--- config.mk ---
export PLATFORM = sky130hd
export DESIGN_NAME = vend_credit_fsm
export DESIGN_NICKNAME = d
export VERILOG_FILES = /design/src/rtl/vend_credit_fsm.sv
export SDC_FILE = /design/constraint.sdc
export NUM_CORES = 1
export LEC_CHECK = 0
export ABC_CLOCK_PERIOD_IN_PS = 4000
export CORE_UTILIZATION = 55
export DETAILED_ROUTE_END_ITERATION = 6
export DONT_BUFFER_PORTS = 1
export GPL_ROUTABILITY_DRIVEN = 0
export PLACE_DENSITY = 0.69
export SLEW_MARGIN = 20
export SYNTH_ARGS = -nofsm -noshare
export SYNTH_HDL_FRONTEND = slang
export SYNTH_SLANG_ARGS = --single-unit
export TNS_END_PERCENT = 50
--- constraint.sdc ---
create_clock -name clock -period 4 [get_ports clock]
set_input_delay 0.8 -clock clock [delete_from_list [all_inputs] [get_ports clock]]
set_output_delay 0.8 -clock clock [all_outputs]
set_load 0.005 [all_outputs]
--- src/rtl/vend_credit_fsm.sv ---
// ---------------------------------------------------------------------------
// VendCreditFsm (module vend_credit_fsm)
//
// Single shared-credit vending controller. Coins add to one credit
// accumulator. The one-hot item selection picks a price from a packed price
// table. Once the credit covers the selected price the item is vended for
// one cycle. Any remaining credit is then paid back as a train of nickel
// pulses, one pulse per unit.
//
// Optional feature macro:
//   VEND_QUARTER_EN  - adds the quarter_in_i coin input (worth 5 units).
//
// Parameters:
//   NUM_ITEMS  number of items (width of item_sel_i / dispensed_item_o)
//   CREDIT_W   credit register width in nickel units (1 = 5c)
//   PRICES     packed price table; item i at [i*CREDIT_W +: CREDIT_W], >= 1
//
// Ports:
//   clock              clock
//   reset              synchronous, active-high reset
//   item_sel_i         one-hot item selection, sampled every cycle
//   nickel_in_i        one-cycle coin pulse, 1 unit
//   dime_in_i          one-cycle coin pulse, 2 units
//   quarter_in_i       one-cycle coin pulse, 5 units (VEND_QUARTER_EN only)
//   cancel_i           refund the full credit (honoured in COLLECT only)
//   dispense_o         one-cycle vend pulse
//   dispensed_item_o   one-hot item being vended while dispense_o is high
//   nickel_out_o       one pulse per nickel of change
//   coin_reject_o      registered pulse, the cycle after a coin was refused
//   busy_o             high while vending or paying change
//   credit_o           current credit in nickel units
// ---------------------------------------------------------------------------
module vend_credit_fsm #(
  parameter int NUM_ITEMS = 4,
  parameter int CREDIT_W  = 6,
  parameter logic [NUM_ITEMS*CREDIT_W-1:0] PRICES = {6'd6, 6'd5, 6'd4, 6'd3}
) (
  input  logic                 clock,
  input  logic                 reset,
  input  logic [NUM_ITEMS-1:0] item_sel_i,
  input  logic                 nickel_in_i,
  input  logic                 dime_in_i,
`ifdef VEND_QUARTER_EN
  input  logic                 quarter_in_i,
`endif
  input  logic                 cancel_i,
  output logic                 dispense_o,
  output logic [NUM_ITEMS-1:0] dispensed_item_o,
  output logic                 nickel_out_o,
  output logic                 coin_reject_o,
  output logic                 busy_o,
  output logic [CREDIT_W-1:0]  credit_o
);

  typedef enum logic [1:0] {
    IDLE    = 2'd0,
    COLLECT = 2'd1,
    VEND    = 2'd2,
    CHANGE  = 2'd3
  } state_t;

  // Coin values are held one bit wider than the credit so that the sum's
  // top bit directly flags an overflow instead of wrapping.
  localparam logic [CREDIT_W:0] VAL_NICKEL  = {{CREDIT_W{1'b0}}, 1'b1};
  localparam logic [CREDIT_W:0] VAL_DIME    = {{(CREDIT_W-1){1'b0}}, 2'b10};
  localparam logic [CREDIT_W:0] VAL_QUARTER = {{(CREDIT_W-2){1'b0}}, 3'b101};
  localparam logic [NUM_ITEMS-1:0] ONE_ITEM = {{(NUM_ITEMS-1){1'b0}}, 1'b1};
  localparam logic [CREDIT_W-1:0]  ONE_UNIT = {{(CREDIT_W-1){1'b0}}, 1'b1};

  // Registered state and output latches
  state_t                state_q, state_d;
  logic [CREDIT_W-1:0]   credit_q, credit_d;
  logic [NUM_ITEMS-1:0]  item_q, item_d;
  logic                  dispense_q;
  logic [NUM_ITEMS-1:0]  dispItem_q;
  logic                  nickel_q;
  logic                  busy_q;
  logic                  reject_q, reject_d;

  // Combinational helpers
  logic [1:0]            coinCount;
  logic [CREDIT_W:0]     coinValue;
  logic [CREDIT_W:0]     creditSum;
  logic                  coinAny;
  logic                  coinFits;
  logic                  coinOk;
  logic                  selOneHot;
  logic [CREDIT_W-1:0]   selPrice;
  logic                  priceMet;

  // Coin decode: count how many coin lines are high this cycle and pick the
  // value of the coin when exactly one is present. With two or more coins
  // the value is irrelevant because all of them are refused.
  always_comb begin
    coinCount = 2'd0;
    coinValue = '0;
    if (nickel_in_i) begin
      coinCount = coinCount + 2'd1;
      coinValue = VAL_NICKEL;
    end
    if (dime_in_i) begin
      coinCount = coinCount + 2'd1;
      coinValue = VAL_DIME;
    end
`ifdef VEND_QUARTER_EN
    if (quarter_in_i) begin
      coinCount = (coinCount == 2'd2) ? 2'd2 : coinCount + 2'd1;
      coinValue = VAL_QUARTER;
    end
`else
    coinValue = coinValue | (VAL_QUARTER & '0);
`endif
    coinAny   = (coinCount != 2'd0);
    creditSum = {1'b0, credit_q} + coinValue;
    coinFits  = ~creditSum[CREDIT_W];
  end

  // Price lookup for the current selection. A zero or multi-hot selection
  // never counts as a met price, so credit just sits in COLLECT.
  always_comb begin
    selPrice  = '0;
    selOneHot = (item_sel_i != '0) &&
                ((item_sel_i & (item_sel_i - ONE_ITEM)) == '0);
    for (int i = 0; i < NUM_ITEMS; i++) begin
      if (item_sel_i[i]) begin
        selPrice = PRICES[i*CREDIT_W +: CREDIT_W];
      end
    end
    priceMet = selOneHot && (credit_q >= selPrice);
  end

  // A coin is only taken while collecting, alone, without a simultaneous
  // cancel, without overflowing, and only while more credit is still needed.
  always_comb begin
    coinOk = (coinCount == 2'd1) && coinFits && !cancel_i &&
             ((state_q == IDLE) || ((state_q == COLLECT) && !priceMet));
  end

  // Next-state logic. In COLLECT the priority is cancel, then vend, then
  // coin accept; a coin alongside a met price is already refused above, so
  // vend and accept can never both happen.
  always_comb begin
    state_d  = state_q;
    credit_d = credit_q;
    item_d   = item_q;
    reject_d = coinAny && !coinOk;
    unique case (state_q)
      IDLE: begin
        if (coinOk) begin
          credit_d = creditSum[CREDIT_W-1:0];
          state_d  = COLLECT;
        end
      end
      COLLECT: begin
        if (cancel_i) begin
          state_d = CHANGE;
        end else if (priceMet) begin
          credit_d = credit_q - selPrice;
          item_d   = item_sel_i;
          state_d  = VEND;
        end else if (coinOk) begin
          credit_d = creditSum[CREDIT_W-1:0];
        end
      end
      VEND: begin
        state_d = (credit_q != '0) ? CHANGE : IDLE;
      end
      CHANGE: begin
        // Each cycle here is one nickel paid out; leaving on the last unit
        // gives exactly N pulses for N units of change.
        if (credit_q <= ONE_UNIT) begin
          credit_d = '0;
          state_d  = IDLE;
        end else begin
          credit_d = credit_q - ONE_UNIT;
        end
      end
      default: begin
        state_d  = IDLE;
        credit_d = '0;
      end
    endcase
  end

  // The FSM register. Outputs are decoded from the next state and stored so
  // every output comes straight from a flop; a reset drops everything,
  // including any change still owed.
  always_ff @(posedge clock) begin
    if (reset) begin
      state_q    <= IDLE;
      credit_q   <= '0;
      item_q     <= '0;
      dispense_q <= 1'b0;
      dispItem_q <= '0;
      nickel_q   <= 1'b0;
      busy_q     <= 1'b0;
      reject_q   <= 1'b0;
    end else begin
      state_q    <= state_d;
      credit_q   <= credit_d;
      item_q     <= item_d;
      dispense_q <= (state_d == VEND);
      dispItem_q <= (state_d == VEND) ? item_d : '0;
      nickel_q   <= (state_d == CHANGE);
      busy_q     <= (state_d == VEND) || (state_d == CHANGE);
      reject_q   <= reject_d;
    end
  end

  assign dispense_o       = dispense_q;
  assign dispensed_item_o = dispItem_q;
  assign nickel_out_o     = nickel_q;
  assign coin_reject_o    = reject_q;
  assign busy_o           = busy_q;
  assign credit_o         = credit_q;

endmodule

# Yosys cells after proc, flatten, opt, wreduce, memory -nomap -nowiden
# Index checks and enable logic that the tools add are counted.
[classes] addsub=5 magnitude_cmp=2 n_eq_ne=7 mux=22 bitwise=3 reduce_logical=20
[op_table] cell="6-bit 2-to-1 mux" n=7
[op_table] cell="6-bit case mux with 3 select lines" n=1
[op_table] cell="2-bit 2-to-1 mux" n=7
[op_table] cell="4-bit 2-to-1 mux" n=3
[op_table] cell="2-bit equality test (second input constant)" n=4
[op_table] cell="2-bit case mux with 4 select lines" n=1
[op_table] cell="6-bit by 7-bit adder with 7-bit output" n=1
[op_table] cell="1-bit logical AND" n=7
[op_table] cell="7-bit 2-to-1 mux" n=1
[op_table] cell="6-bit >= comparator" n=1
[op_table] cell="6-bit by 1-bit <= comparator with 1-bit output (second input constant)" n=1
[op_table] cell="6-bit nonzero test" n=1
[op_table] cell="6-bit by 1-bit subtractor with 6-bit output (second input constant)" n=1
[op_table] cell="6-bit subtractor" n=1
[op_table] cell="4-bit AND" n=1
[op_table] cell="2-bit by 1-bit equality test with 1-bit output (second input constant)" n=2
[op_table] cell="4-bit zero test" n=1
[op_table] cell="4-bit nonzero test" n=1
[op_table] cell="4-bit by 1-bit subtractor with 4-bit output (second input constant)" n=1
[op_table] cell="1-bit zero test" n=3
[op_table] cell="3-bit nonzero test" n=1
[op_table] cell="2-bit by 1-bit adder with 2-bit output (second input constant)" n=1
[op_table] cell="2-bit zero test" n=1
[op_table] cell="1-bit logical OR" n=2
[op_table] cell="other kinds (6)" n=8
[word_totals] ff_bits=20 inputBits=9 output_inout_bits=14 elab_cells=67

# Logic depth before layout (Yosys ltp)
# Gate-level depths: netlist of the first run.
[logic_depth] ltp_word=15 depth_mapped=13 ltp_nobuf=12

# Worst setup path after synthesis of the first run
# OpenSTA, ideal clock, no wires.
[synth_timing] path_kind="input to register" start="input port item_sel_i[3]" end="register state_q[0]" setup_time_ps=66 arrival_ps=2860 required_ps=3934 path_slack_ps=1075 path_stages=12 n_path_buf=2 cell_sequence="buf_2 -> nor2_1 -> ha_1 -> inv_1 -> fa_1 -> a21o_1 -> a211o_1 -> and2_1 -> buf_6 -> a311o_1 -> nand2_1 -> nor2b_1"
[synth_via] elab_chain_len=11 elab_cells_between_ends=16 classes_between="add/sub: 1; order compare: 1; mux: 5; bitwise: 1; reduce/logical: 8"
[synth_lines] item="start: declaration" line_no="40" rtl="input logic [NUM_ITEMS-1:0] item_sel_i,"
[synth_lines] item="4-bit by 1-bit subtractor with 4-bit output" line_no="123" rtl="((item_sel_i & (item_sel_i - ONE_ITEM)) == '0);"
[synth_lines] item="4-bit AND" line_no="123"
[synth_lines] item="4-bit zero test" line_no="123"
[synth_lines] item="1-bit logical AND" line_no="122" rtl="selOneHot = (item_sel_i != '0) &&"
[synth_lines] item="1-bit logical AND *" line_no="129" rtl="priceMet = selOneHot && (credit_q >= selPrice);"
[synth_lines] item="1-bit zero test" line_no="136" rtl="((state_q == IDLE) || ((state_q == COLLECT) && !priceMet));"
[synth_lines] item="1-bit logical AND" line_no="136"
[synth_lines] item="1-bit logical OR" line_no="136"
[synth_lines] item="1-bit logical AND" line_no="135" rtl="coinOk = (coinCount == 2'd1) && coinFits && !cancel_i &&"
[synth_lines] item="2-bit 2-to-1 mux" line_no="149" rtl="if (coinOk) begin"
[synth_lines] item="2-bit case mux with 4 select lines *" line_no="147" rtl="unique case (state_q)"
[synth_lines] item="end signal: assignment" line_no="199" rtl="state_q <= state_d;"
[synth_lines] item="end: declaration" line_no="71" rtl="state_t state_q, state_d;"
# Every way passes the cells marked *; elsewhere a longest branch is shown, timed or not.
# A chain may end at the register's enable or synchronous reset.

# Final worst setup path of the first run
[layout_timing] start="input port item_sel_i[1]" end="register credit_q[0] (netlist: credit_o[0])"
[layout_via] elab_chain_len=13 elab_cells_between_ends=19 classes_between="add/sub: 2; order compare: 1; mux: 7; bitwise: 1; reduce/logical: 8"
[layout_lines] item="6-bit 2-to-1 mux or 4-bit by 1-bit subtractor with 4-bit output (tied branches)" line_no="125, 123"
[layout_lines] item="6-bit 2-to-1 mux or 4-bit AND (tied branches)" line_no="125, 123"
[layout_lines] item="6-bit 2-to-1 mux or 4-bit zero test (tied branches)" line_no="125, 123"
[layout_lines] item="6-bit >= comparator or 1-bit logical AND (tied branches)" line_no="129, 122"
[layout_lines] item="1-bit logical AND" line_no="129"
[layout_lines] item="1-bit zero test" line_no="136"
[layout_lines] item="1-bit logical AND" line_no="136"
[layout_lines] item="1-bit logical OR" line_no="136"
[layout_lines] item="1-bit logical AND" line_no="135"
[layout_lines] item="6-bit 2-to-1 mux"
[layout_lines] item="6-bit 2-to-1 mux" line_no="157" rtl="end else if (priceMet) begin"
[layout_lines] item="6-bit 2-to-1 mux" line_no="155" rtl="if (cancel_i) begin"
[layout_lines] item="6-bit case mux with 3 select lines *" line_no="147"
[layout_lines] item="end signal: assignment" line_no="200" rtl="credit_q <= credit_d;"
[layout_lines] item="end: declaration" line_no="72" rtl="logic [CREDIT_W-1:0] credit_q, credit_d;"
# Every way passes the cells marked *; elsewhere a longest branch is shown, timed or not. The select of a mux whose other input is x is not followed.

==> PnR_summary.wiki, run 1 <==
{| class="wikitable"
! Metric !! Value
|-
| Status || complete, no violations
|-
| X dimension of the die || 49.9 um
|-
| Clk network pwr share || 19.8%
|-
| WP data arrival || 2.97 ns
|-
| Commonest non-fill, non-tap cell in the layout || sky130_fd_sc_hd__dfxtp_1
|-
| Routed len/inst || 16.5 um
|-
| Final Hold Vio Count || 0
|-
| Slew @ Worst Pin || 0.603 ns
|-
| Yosys top cell by area || sky130_fd_sc_hd__dfxtp_1
|-
| Remaining max-slew budget at the tightest pin || 59.4%
|-
| Overall global routing resource usage || 27.0%
|-
| Sequential cell area fraction in the yosys report || 25.4%
|-
| Initial core utilization || 61.1%
|-
| Sequential power share || 40.8%
|-
| Worst setup skew after layout || 0.00753 ns
|-
| Growth of design area from synthesis to finish || 1.39%
|-
| Top cells by area, synth || sky130_fd_sc_hd__dfxtp_1, sky130_fd_sc_hd__ha_1, sky130_fd_sc_hd__a21oi_1, sky130_fd_sc_hd__fa_1, sky130_fd_sc_hd__and2_1
|-
| Total vias in the final route || 1,149
|-
| Count of endpoints failing setup in the final report || 0
|-
| Gate power share || 39.4%
|-
| Initial drt markers || 31
|-
| FF-to-FF End || credit_o[0]$_SDFFE_PP0P_
|-
| Peak supply drop || 0.000261 V
|-
| Net switching power of the design || 0.223 mW
|-
| Hold_sp || reset
|-
| Area share of the leading cell type in the synthesized netlist || 25.4%
|-
| Fraction of layout cells with a size suffix above 1 || 7.38%
|-
| Number of remaining DRC errors || 0
|-
| Leak || 0.512 nW
|-
| Via-to-Cell Ratio || 6.53
|-
| IO Port Bufs || 0
|-
| Clock tree from TritonCTS || built
|-
| Yosys warnings || 0
|-
| Critical Path Source Type || primary input
|-
| Fmax achieved || 363 MHz
|-
| Max-capacitance violation count || 0
|-
| H-tree depth || 1
|-
| Diode count || 0
|-
| Post-cts repair resize count || 0
|-
| Die area || 0.00249 mm^2
|-
| Share of synthesized flip-flops with an asynchronous set or reset || 0%
|-
| Worst reg-to-reg setup slack || 1.38 ns
|-
| Worst EP required || 4.22 ns
|-
| Startpoint-to-endpoint class of the critical path || in2reg
|-
| Number of buffers created by CTS || 3
|-
| Most frequent cells in the layout || sky130_fd_sc_hd__dfxtp_1, sky130_fd_sc_hd__a21oi_1, sky130_fd_sc_hd__nor2_1, sky130_fd_sc_hd__nand2_1, sky130_fd_sc_hd__ha_1
|-
| NumNets Final || 170
|-
| CTS root buf || sky130_fd_sc_hd__clkbuf_4
|-
| Initial antenna violation count || 0
|-
| Wire length of the first global-routing pass || 5.17 mm
|-
| Routed length on met2 || 1.32 mm
|-
| Synth Flop Type || sky130_fd_sc_hd__dfxtp_1
|-
| Clock latency of the later-clocked register in the worst-skew pair || 0.29 ns
|-
| Die Height || 49.9 um
|-
| Worst min-delay path endpoint || credit_o[2]$_SDFFE_PP0P_
|-
| Total power per unit cell area || 441 mW/mm^2
|-
| Top Layer Used || met4
|-
| Accumulated negative setup slack || 0 ns
|-
| Total nets after synthesis || 176
|-
| Post-synth EDFFs || 0
|-
| Placed cell area || 0.00124 mm^2
|-
| Number of iterations in the first detailed-routing pass || 4
|-
| Critical path capture point type || flop
|-
| Switching share of power || 39.5%
|-
| Cell Area, Synth || 0.00126 mm^2
|-
| Maximum count of clock buffers along a single path || 2
|-
| Setup repair after global routing missed its margin || no
|-
| Core utilization of the finished layout || 62.0%
|-
| Crit Path Max Fanout || 7
|-
| Number of slew-limit violations in the final report || 0
|-
| Length of routed met3 wiring || 187 um
|-
| IO Count || 23
|-
| Drt total wl || 2.90 mm
|-
| Number of buffers inserted by post-CTS setup repair || 0
|-
| Layout Cell Area excl Fill || 0.00128 mm^2
|-
| Total overflow reported by the global router || 0
|-
| Count of cell types in the netlist || 47
|-
| Worst Reg2Reg Path Length in Cells || 10
|-
| Total core area || 0.00206 mm^2
|-
| Mean instance size in the synthesized netlist || 8.08 um^2
|-
| Number of instances in the synthesized netlist || 156
|-
| Clock sink count || 16
|-
| Clock slew at reported path FFs || 0.10 ns
|-
| Portion of the clock cycle consumed by the worst path in the final layout || 68.9%
|-
| Cell Int Power || 0.341 mW
|-
| #FFs+latches synth || 16
|-
| Routed metal-1 wirelength || 1.35 mm
|-
| CTS hold repair buffers || 0
|-
| Kind of path behind the tightest hold check || in2reg
|-
| Hold Path Cell Cnt || 1
|-
| HPWL after DPL || 2.20 mm
|-
| Antenna Nets Post-Route || 0
|-
| # rows || 16
|-
| Worst flop-to-flop path startpoint || credit_o[0]$_SDFFE_PP0P_
|-
| Vias in the first global route || 1,111
|-
| Post-route minimum period || 2.76 ns
|-
| Pin count of the biggest net entering global routing || 16
|}
logic make-up after synthesis:
kind of cell	after synthesis	synth area share (%)
xor gates and xnor gates	3	2.09
DFF	16	25.4
adders and majority gates	11	12.1
muxes	1	0.894
and+or+nand+nor	56	25.1
buffers and inverters	19	6.55
AOI/OAI and AO/OA	50	27.8
area by class of cell:
class / instances / area (um^2)
Tap cell: 27 / 33.8
Sequential cell: 16 / 320
Inverter: 8 / 30.0
Clock buffer: 4 / 36.3
Fill cell: 201 / 785
Multi-Input combinational cell: 121 / 857
power by group through the flow:
stage               clock network [mW]  logic (mW)  registers [mW]
finish                           0.111       0.222           0.230
global route                     0.122       0.252           0.235
floorplan                            0       0.215           0.200
global placement                     0       0.217           0.233
CTS                              0.112       0.220           0.228
detailed placement                   0       0.219           0.233
critical path, cell delays in order:
cell and delay, ns:
sky130_fd_sc_hd__inv_1 0.07, sky130_fd_sc_hd__a21oi_1 0.07, sky130_fd_sc_hd__nor2_1 0.09, sky130_fd_sc_hd__ha_1 0.16, sky130_fd_sc_hd__inv_1 0.05, sky130_fd_sc_hd__fa_1 0.41, sky130_fd_sc_hd__a21o_1 0.17, sky130_fd_sc_hd__a211o_1 0.31
sky130_fd_sc_hd__and2_1 0.24, sky130_fd_sc_hd__o21ai_4 0.27, sky130_fd_sc_hd__a211oi_1 0.12, sky130_fd_sc_hd__a211oi_1 0.21
sequential cells by signal (all words and copies together), names as in the netlist:
signal	cells
nickel_out_o	1
coin_reject_o	1
credit_o	6
busy_o	1
dispense_o	1
dispensed_item_o	4
state_q	2
metal layers:
layer  up-vias  track usage [%]
met4         0             10.0
met2        51             40.5
met1       529             37.5
li1        562                -
met3         7             5.86
met5         -                0
cells in the mapped netlist (2+ instances only):
master	n
sky130_fd_sc_hd__a211o_1	2
sky130_fd_sc_hd__o22ai_1	2
sky130_fd_sc_hd__a21oi_1	12
sky130_fd_sc_hd__a21o_1	2
sky130_fd_sc_hd__a211oi_1	4
sky130_fd_sc_hd__and2_1	6
sky130_fd_sc_hd__nand2b_1	2
sky130_fd_sc_hd__and3_1	2
sky130_fd_sc_hd__o21ai_0	6
sky130_fd_sc_hd__fa_1	2
sky130_fd_sc_hd__a31oi_1	4
sky130_fd_sc_hd__nand3_1	4
sky130_fd_sc_hd__nand3b_1	2
sky130_fd_sc_hd__xnor2_1	2
sky130_fd_sc_hd__dfxtp_1	16
sky130_fd_sc_hd__buf_2	3
sky130_fd_sc_hd__nand2_1	10
sky130_fd_sc_hd__nor2b_1	3
sky130_fd_sc_hd__inv_1	8
sky130_fd_sc_hd__o21ai_1	3
sky130_fd_sc_hd__nor4_1	3
sky130_fd_sc_hd__nor2_1	10
sky130_fd_sc_hd__clkbuf_1	7
sky130_fd_sc_hd__o221ai_1	3
sky130_fd_sc_hd__nor3_1	4
sky130_fd_sc_hd__a221oi_1	2
sky130_fd_sc_hd__or4b_1	2
sky130_fd_sc_hd__or3_1	2
sky130_fd_sc_hd__ha_1	9
sky130_fd_sc_hd__nor3b_1	2
worst max path at each step:
stage                   from                       end  cells after the start
6_report       item_sel_i[1]  credit_o[0]$_SDFFE_PP0P_                     12
5_1_grt        item_sel_i[1]  credit_o[1]$_SDFFE_PP0P_                     12
4_1_cts        item_sel_i[1]  credit_o[0]$_SDFFE_PP0P_                     12
3_5_place_dp   item_sel_i[1]  credit_o[0]$_SDFFE_PP0P_                     12
3_3_place_gp   item_sel_i[1]  credit_o[0]$_SDFFE_PP0P_                     12
2_1_floorplan  item_sel_i[3]     state_q[0]$_SDFF_PP0_                     12
metrics by stage:
step | hold WS, ns | worst slack (ns) | cells | total power, mW
3_3_place_gp | 0.667 | 1.01 | 172 | 0.450
4_1_cts | 0.551 | 1.25 | 176 | 0.561
3_5_place_dp | 0.667 | 0.940 | 172 | 0.452
2_1_floorplan | 0.586 | 1.07 | 156 | 0.416
5_1_grt | 0.540 | 1.08 | 176 | 0.609
6_report | 0.552 | 1.24 | 176 | 0.564
No activity file was read; power rests on OpenSTA's default activity.
==> inputs of run 2 (changes only) <==
--- a/config.mk
+++ b/config.mk
@@ -5,7 +5,8 @@
 export SDC_FILE = /design/constraint.sdc
 export NUM_CORES = 1
 export LEC_CHECK = 0
-export ABC_CLOCK_PERIOD_IN_PS = 4000
+export ABC_AREA = 1
+export ABC_CLOCK_PERIOD_IN_PS = 2800
 export CORE_UTILIZATION = 55
 export DETAILED_ROUTE_END_ITERATION = 6
 export DONT_BUFFER_PORTS = 1
==> constraint.sdc (replaced) <==
create_clock -name clock -period 2.8 [get_ports clock]
set_input_delay 0.56 -clock clock [delete_from_list [all_inputs] [get_ports clock]]
set_output_delay 0.56 -clock clock [all_outputs]
set_load 0.005 [all_outputs]
==> PnR_summary.wiki, run 2 <==
{| class="wikitable"
! Metric !! Value
|-
| Status || finished with violations
|-
| Violations in the final reports || design-rule violations
|-
| Die area || 0.00323 mm^2 (+30%)
|-
| Sequential cell area fraction in the yosys report || 24.2% (-1.2 points)
|-
| Number of buffers inserted by post-CTS setup repair || 0 (unchanged)
|-
| Top cells by area, synth || sky130_fd_sc_hd__dfxtp_1, sky130_fd_sc_hd__nand2_1, sky130_fd_sc_hd__ha_1, sky130_fd_sc_hd__nand3_1, sky130_fd_sc_hd__xor2_1
|-
| Number of buffers created by CTS || 3 (unchanged)
|-
| Number of iterations in the first detailed-routing pass || 6 (+2)
|-
| Drt total wl || 3.41 mm (+18%)
|-
| Cell Area, Synth || 0.00165 mm^2 (+31%)
|-
| Total nets after synthesis || 238 (+35%)
|-
| Number of slew-limit violations in the final report || 0 (unchanged)
|-
| # rows || 19 (+3)
|-
| Most frequent cells in the layout || sky130_fd_sc_hd__nand2_1, sky130_fd_sc_hd__inv_1, sky130_fd_sc_hd__nor2_1
|-
| Final Hold Vio Count || 0 (unchanged)
|-
| Initial drt markers || 54 (+74%)
|-
| Mux cell area share after synthesis || 0% (-0.89 points)
|-
| Leak || 0.809 nW (+58%)
|-
| Worst EP required || 3.00 ns (-1.22 ns)
|-
| Synth Area in Simple Gates || 37.1% (+12 points)
|-
| Hold_sp || reset
|-
| Post-route worst hold slack || 0.305 ns (-0.247 ns)
|-
| Post-synthesis compound-gate area fraction || 12.5% (-15 points)
|-
| Routed len/inst || 13.7 um (-17%)
|-
| Number of instances in the synthesized netlist || 218 (+40%)
|-
| CTS hold repair buffers || 0 (unchanged)
|-
| Wire length of the first global-routing pass || 6.07 mm (+17%)
|-
| Worst reg-to-reg setup slack || 0.60 ns (-0.78 ns)
|-
| X dimension of the die || 56.8 um (+14%)
|-
| Synth Flop Type || sky130_fd_sc_hd__dfxtp_1
|-
| NumNets Final || 238 (+40%)
|-
| Peak supply drop || 0.000382 V (+47%)
|-
| Library cell with the highest instance count after synthesis || sky130_fd_sc_hd__nand2_1
|-
| Total overflow reported by the global router || 0 (unchanged)
|-
| Initial antenna violation count || 0 (unchanged)
|-
| Count of cell types in the netlist || 33 (-30%)
|-
| Total vias in the final route || 1,373 (+19%)
|-
| Fmax achieved || 454 MHz
|-
| Clock tree from TritonCTS || built
|-
| #FFs+latches synth || 20 (+4)
|-
| Fraction of layout cells with a size suffix above 1 || 21.2% (+14 points)
|-
| Slew @ Worst Pin || 0.683 ns (+0.0796 ns)
|-
| IO Port Bufs || 0 (unchanged)
|-
| Accumulated negative setup slack || 0 ns (unchanged)
|-
| Worst Reg2Reg Path Length in Cells || 14 (+4)
|-
| Max-capacitance violation count || 0 (unchanged)
|-
| FF-to-FF End || credit_o[4]$_SDFFE_PP0P_
|-
| CTS root buf || sky130_fd_sc_hd__clkbuf_4
|-
| Yosys top cell by area || sky130_fd_sc_hd__dfxtp_1
|-
| Maximum count of clock buffers along a single path || 2 (unchanged)
|-
| Portion of the clock cycle consumed by the worst path in the final layout || 78.6%
|-
| Initial core utilization || 59.0% (-2.1 points)
|-
| Crit Path Max Fanout || 7 (unchanged)
|-
| Diode count || 0 (unchanged)
|-
| Clock latency of the later-clocked register in the worst-skew pair || 0.31 ns (+0.02 ns)
|-
| Remaining max-slew budget at the tightest pin || 54.4% (-4.9 points)
|-
| Number of remaining DRC errors || 4 (+4)
|-
| Overall global routing resource usage || 24.1% (-2.9 points)
|-
| Count of endpoints failing setup in the final report || 0 (unchanged)
|-
| Critical path capture point type || flop
|-
| IO Count || 23 (unchanged)
|-
| Worst min-delay path endpoint || dispense_o$_SDFF_PP0_
|-
| Top cells by count, synth || sky130_fd_sc_hd__nand2_1, sky130_fd_sc_hd__inv_1, sky130_fd_sc_hd__nor2_1, sky130_fd_sc_hd__dfxtp_1, sky130_fd_sc_hd__nand3_1
|-
| Kind of path behind the tightest hold check || in2reg
|-
| Growth of design area from synthesis to finish || 2.80%
|-
| Critical Path Start || credit_o[0]$_SDFFE_PP0P_
|-
| WP data arrival || 2.41 ns (-0.56 ns)
|-
| Combinational family with the most area after synthesis || simple AND/OR/NAND/NOR gates
|-
| Worst setup skew after layout || 0.00383 ns (-0.00370 ns)
|-
| Antenna Nets Post-Route || 0 (unchanged)
|-
| Fraction of synthesized cell area in xor and xnor cells || 6.35% (+4.3 points)
|-
| Total core area || 0.00281 mm^2 (+36%)
|-
| Post-route minimum period || 2.20 ns
|-
| Post-cts repair resize count || 0 (unchanged)
|-
| Pin count of the biggest net entering global routing || 13 (-3)
|-
| Commonest non-fill, non-tap cell in the layout || sky130_fd_sc_hd__nand2_1
|-
| Setup repair after global routing missed its margin || no
|-
| Critical Path Source Type || flop
|-
| Adder-Cell Fraction of Synth Area || 9.23% (-2.9 points)
|-
| Vias in the first global route || 1,302 (+17%)
|-
| Die Height || 56.8 um (+14%)
|-
| Mean instance size in the synthesized netlist || 7.59 um^2 (-6.1%)
|-
| Startpoint-to-endpoint class of the critical path || reg2reg
|-
| H-tree depth || 1 (unchanged)
|-
| Post-synth EDFFs || 0 (unchanged)
|-
| Share of synthesized flip-flops with an asynchronous set or reset || 0% (unchanged)
|-
| Yosys warnings || 0 (unchanged)
|-
| Via-to-Cell Ratio || 5.54 (-15%)
|-
| Area share of the leading cell type in the synthesized netlist || 24.2% (-1.2 points)
|-
| Total power per unit cell area || 1010 mW/mm^2 (+130%)
|-
| Worst flop-to-flop path startpoint || credit_o[0]$_SDFFE_PP0P_
|-
| Clock slew at reported path FFs || 0.12 ns (+0.02 ns)
|-
| HPWL after DPL || 2.77 mm (+26%)
|-
| Max reg flops || 6 (unchanged)
|-
| Hold Path Cell Cnt || 1 (unchanged)
|-
| Clock sink count || 20 (+4)
|}
==> run 2: cell types whose count changed after synthesis, moves of 6 or more <==
| cell | delta |
|---|---|
| sky130_fd_sc_hd__and2_1 | -6 |
| sky130_fd_sc_hd__clkbuf_1 | -7 |
| sky130_fd_sc_hd__inv_1 | +15 |
| sky130_fd_sc_hd__nand2_1 | +30 |
| sky130_fd_sc_hd__nand2_2 | +9 |
| sky130_fd_sc_hd__nand3_1 | +14 |
| sky130_fd_sc_hd__nor2_1 | +11 |
| sky130_fd_sc_hd__o21ai_2 | +7 |
| sky130_fd_sc_hd__xor2_1 | +9 |
==> run 2: report_power, final <==
part | internal (mW) | total, mW | switching, mW
registers | 0.349 | 0.527 | 0.178
logic | 0.369 | 0.952 | 0.583
clock network | 0.145 | 0.242 | 0.0970
total | 0.863 | 1.72 | 0.857
==> run 2: final cells by class <==
type | count | area (um^2)
Fill cell | 287 | 1100
Multi-Input combinational cell | 162 | 1080
Sequential cell | 20 | 400
Inverter | 31 | 131
Tap cell | 31 | 38.8
Clock inverter | 1 | 30.0
Clock buffer | 3 | 22.5
==> run 2: metal layers <==
metal  GRT usage (%)  share of wire, %
met3            3.46               3.4
met1            29.0                43
met5               0                 0
met2            43.4                51
met4            8.71               2.2
==> run 2: how the worst max path moves through the flow <==
stage                                      to  slack [ns]  cells after the start
6_report             credit_o[4]$_SDFFE_PP0P_        0.60                     14
5_1_grt              credit_o[3]$_SDFFE_PP0P_        0.38                     13
4_1_cts        dispensed_item_o[1]$_SDFF_PP0_        0.60                     14
3_5_place_dp   dispensed_item_o[1]$_SDFF_PP0_        0.29                     16
3_3_place_gp         credit_o[1]$_SDFFE_PP0P_        0.36                     16
2_1_floorplan            item_q[0]$_SDFF_PP0_        0.48                     16
==> run 2: worst max-delay path: stages (launching register included) <==
cell and delay (ns):
sky130_fd_sc_hd__dfxtp_1 0.40, sky130_fd_sc_hd__inv_1 0.17, sky130_fd_sc_hd__ha_1 0.18, sky130_fd_sc_hd__inv_1 0.07, sky130_fd_sc_hd__fa_1 0.40, sky130_fd_sc_hd__nand2_1 0.11
sky130_fd_sc_hd__nand2_2 0.09, sky130_fd_sc_hd__nor2_4 0.10, sky130_fd_sc_hd__nand2_4 0.06, sky130_fd_sc_hd__nand3_2 0.10, sky130_fd_sc_hd__nand3_4 0.12, sky130_fd_sc_hd__nand3_1 0.09
sky130_fd_sc_hd__nand2_1 0.06, sky130_fd_sc_hd__nand2_1 0.06, sky130_fd_sc_hd__a21oi_1 0.07
==> run 2: logic make-up (layout without fill, tap and decap cells) <==
family | after synthesis | after routing
AO/OA/AOI/OAI | 32 | 32
flip-flops | 20 | 20
XOR/XNOR | 12 | 12
AND/OR/NAND/NOR | 107 | 107
adder cells (fa/ha/maj) | 11 | 11
buffers and inverters | 36 | 35
==> run 2: metrics by stage <==
stage / setup WS [ns] / instances / total power, mW / cell area (um^2) / utilization, %
after floorplan: 0.484 / 218 / 1.35 / 1650 / -
after global placement: 0.362 / 244 / 1.45 / 1650 / 58.7
after detailed placement: 0.292 / 244 / 1.48 / 1650 / 58.7
after CTS: 0.601 / 248 / 1.73 / 1700 / 60.6
after global routing: 0.382 / 248 / 1.88 / 1700 / 60.6
final: 0.599 / 248 / 1.72 / 1700 / 60.6
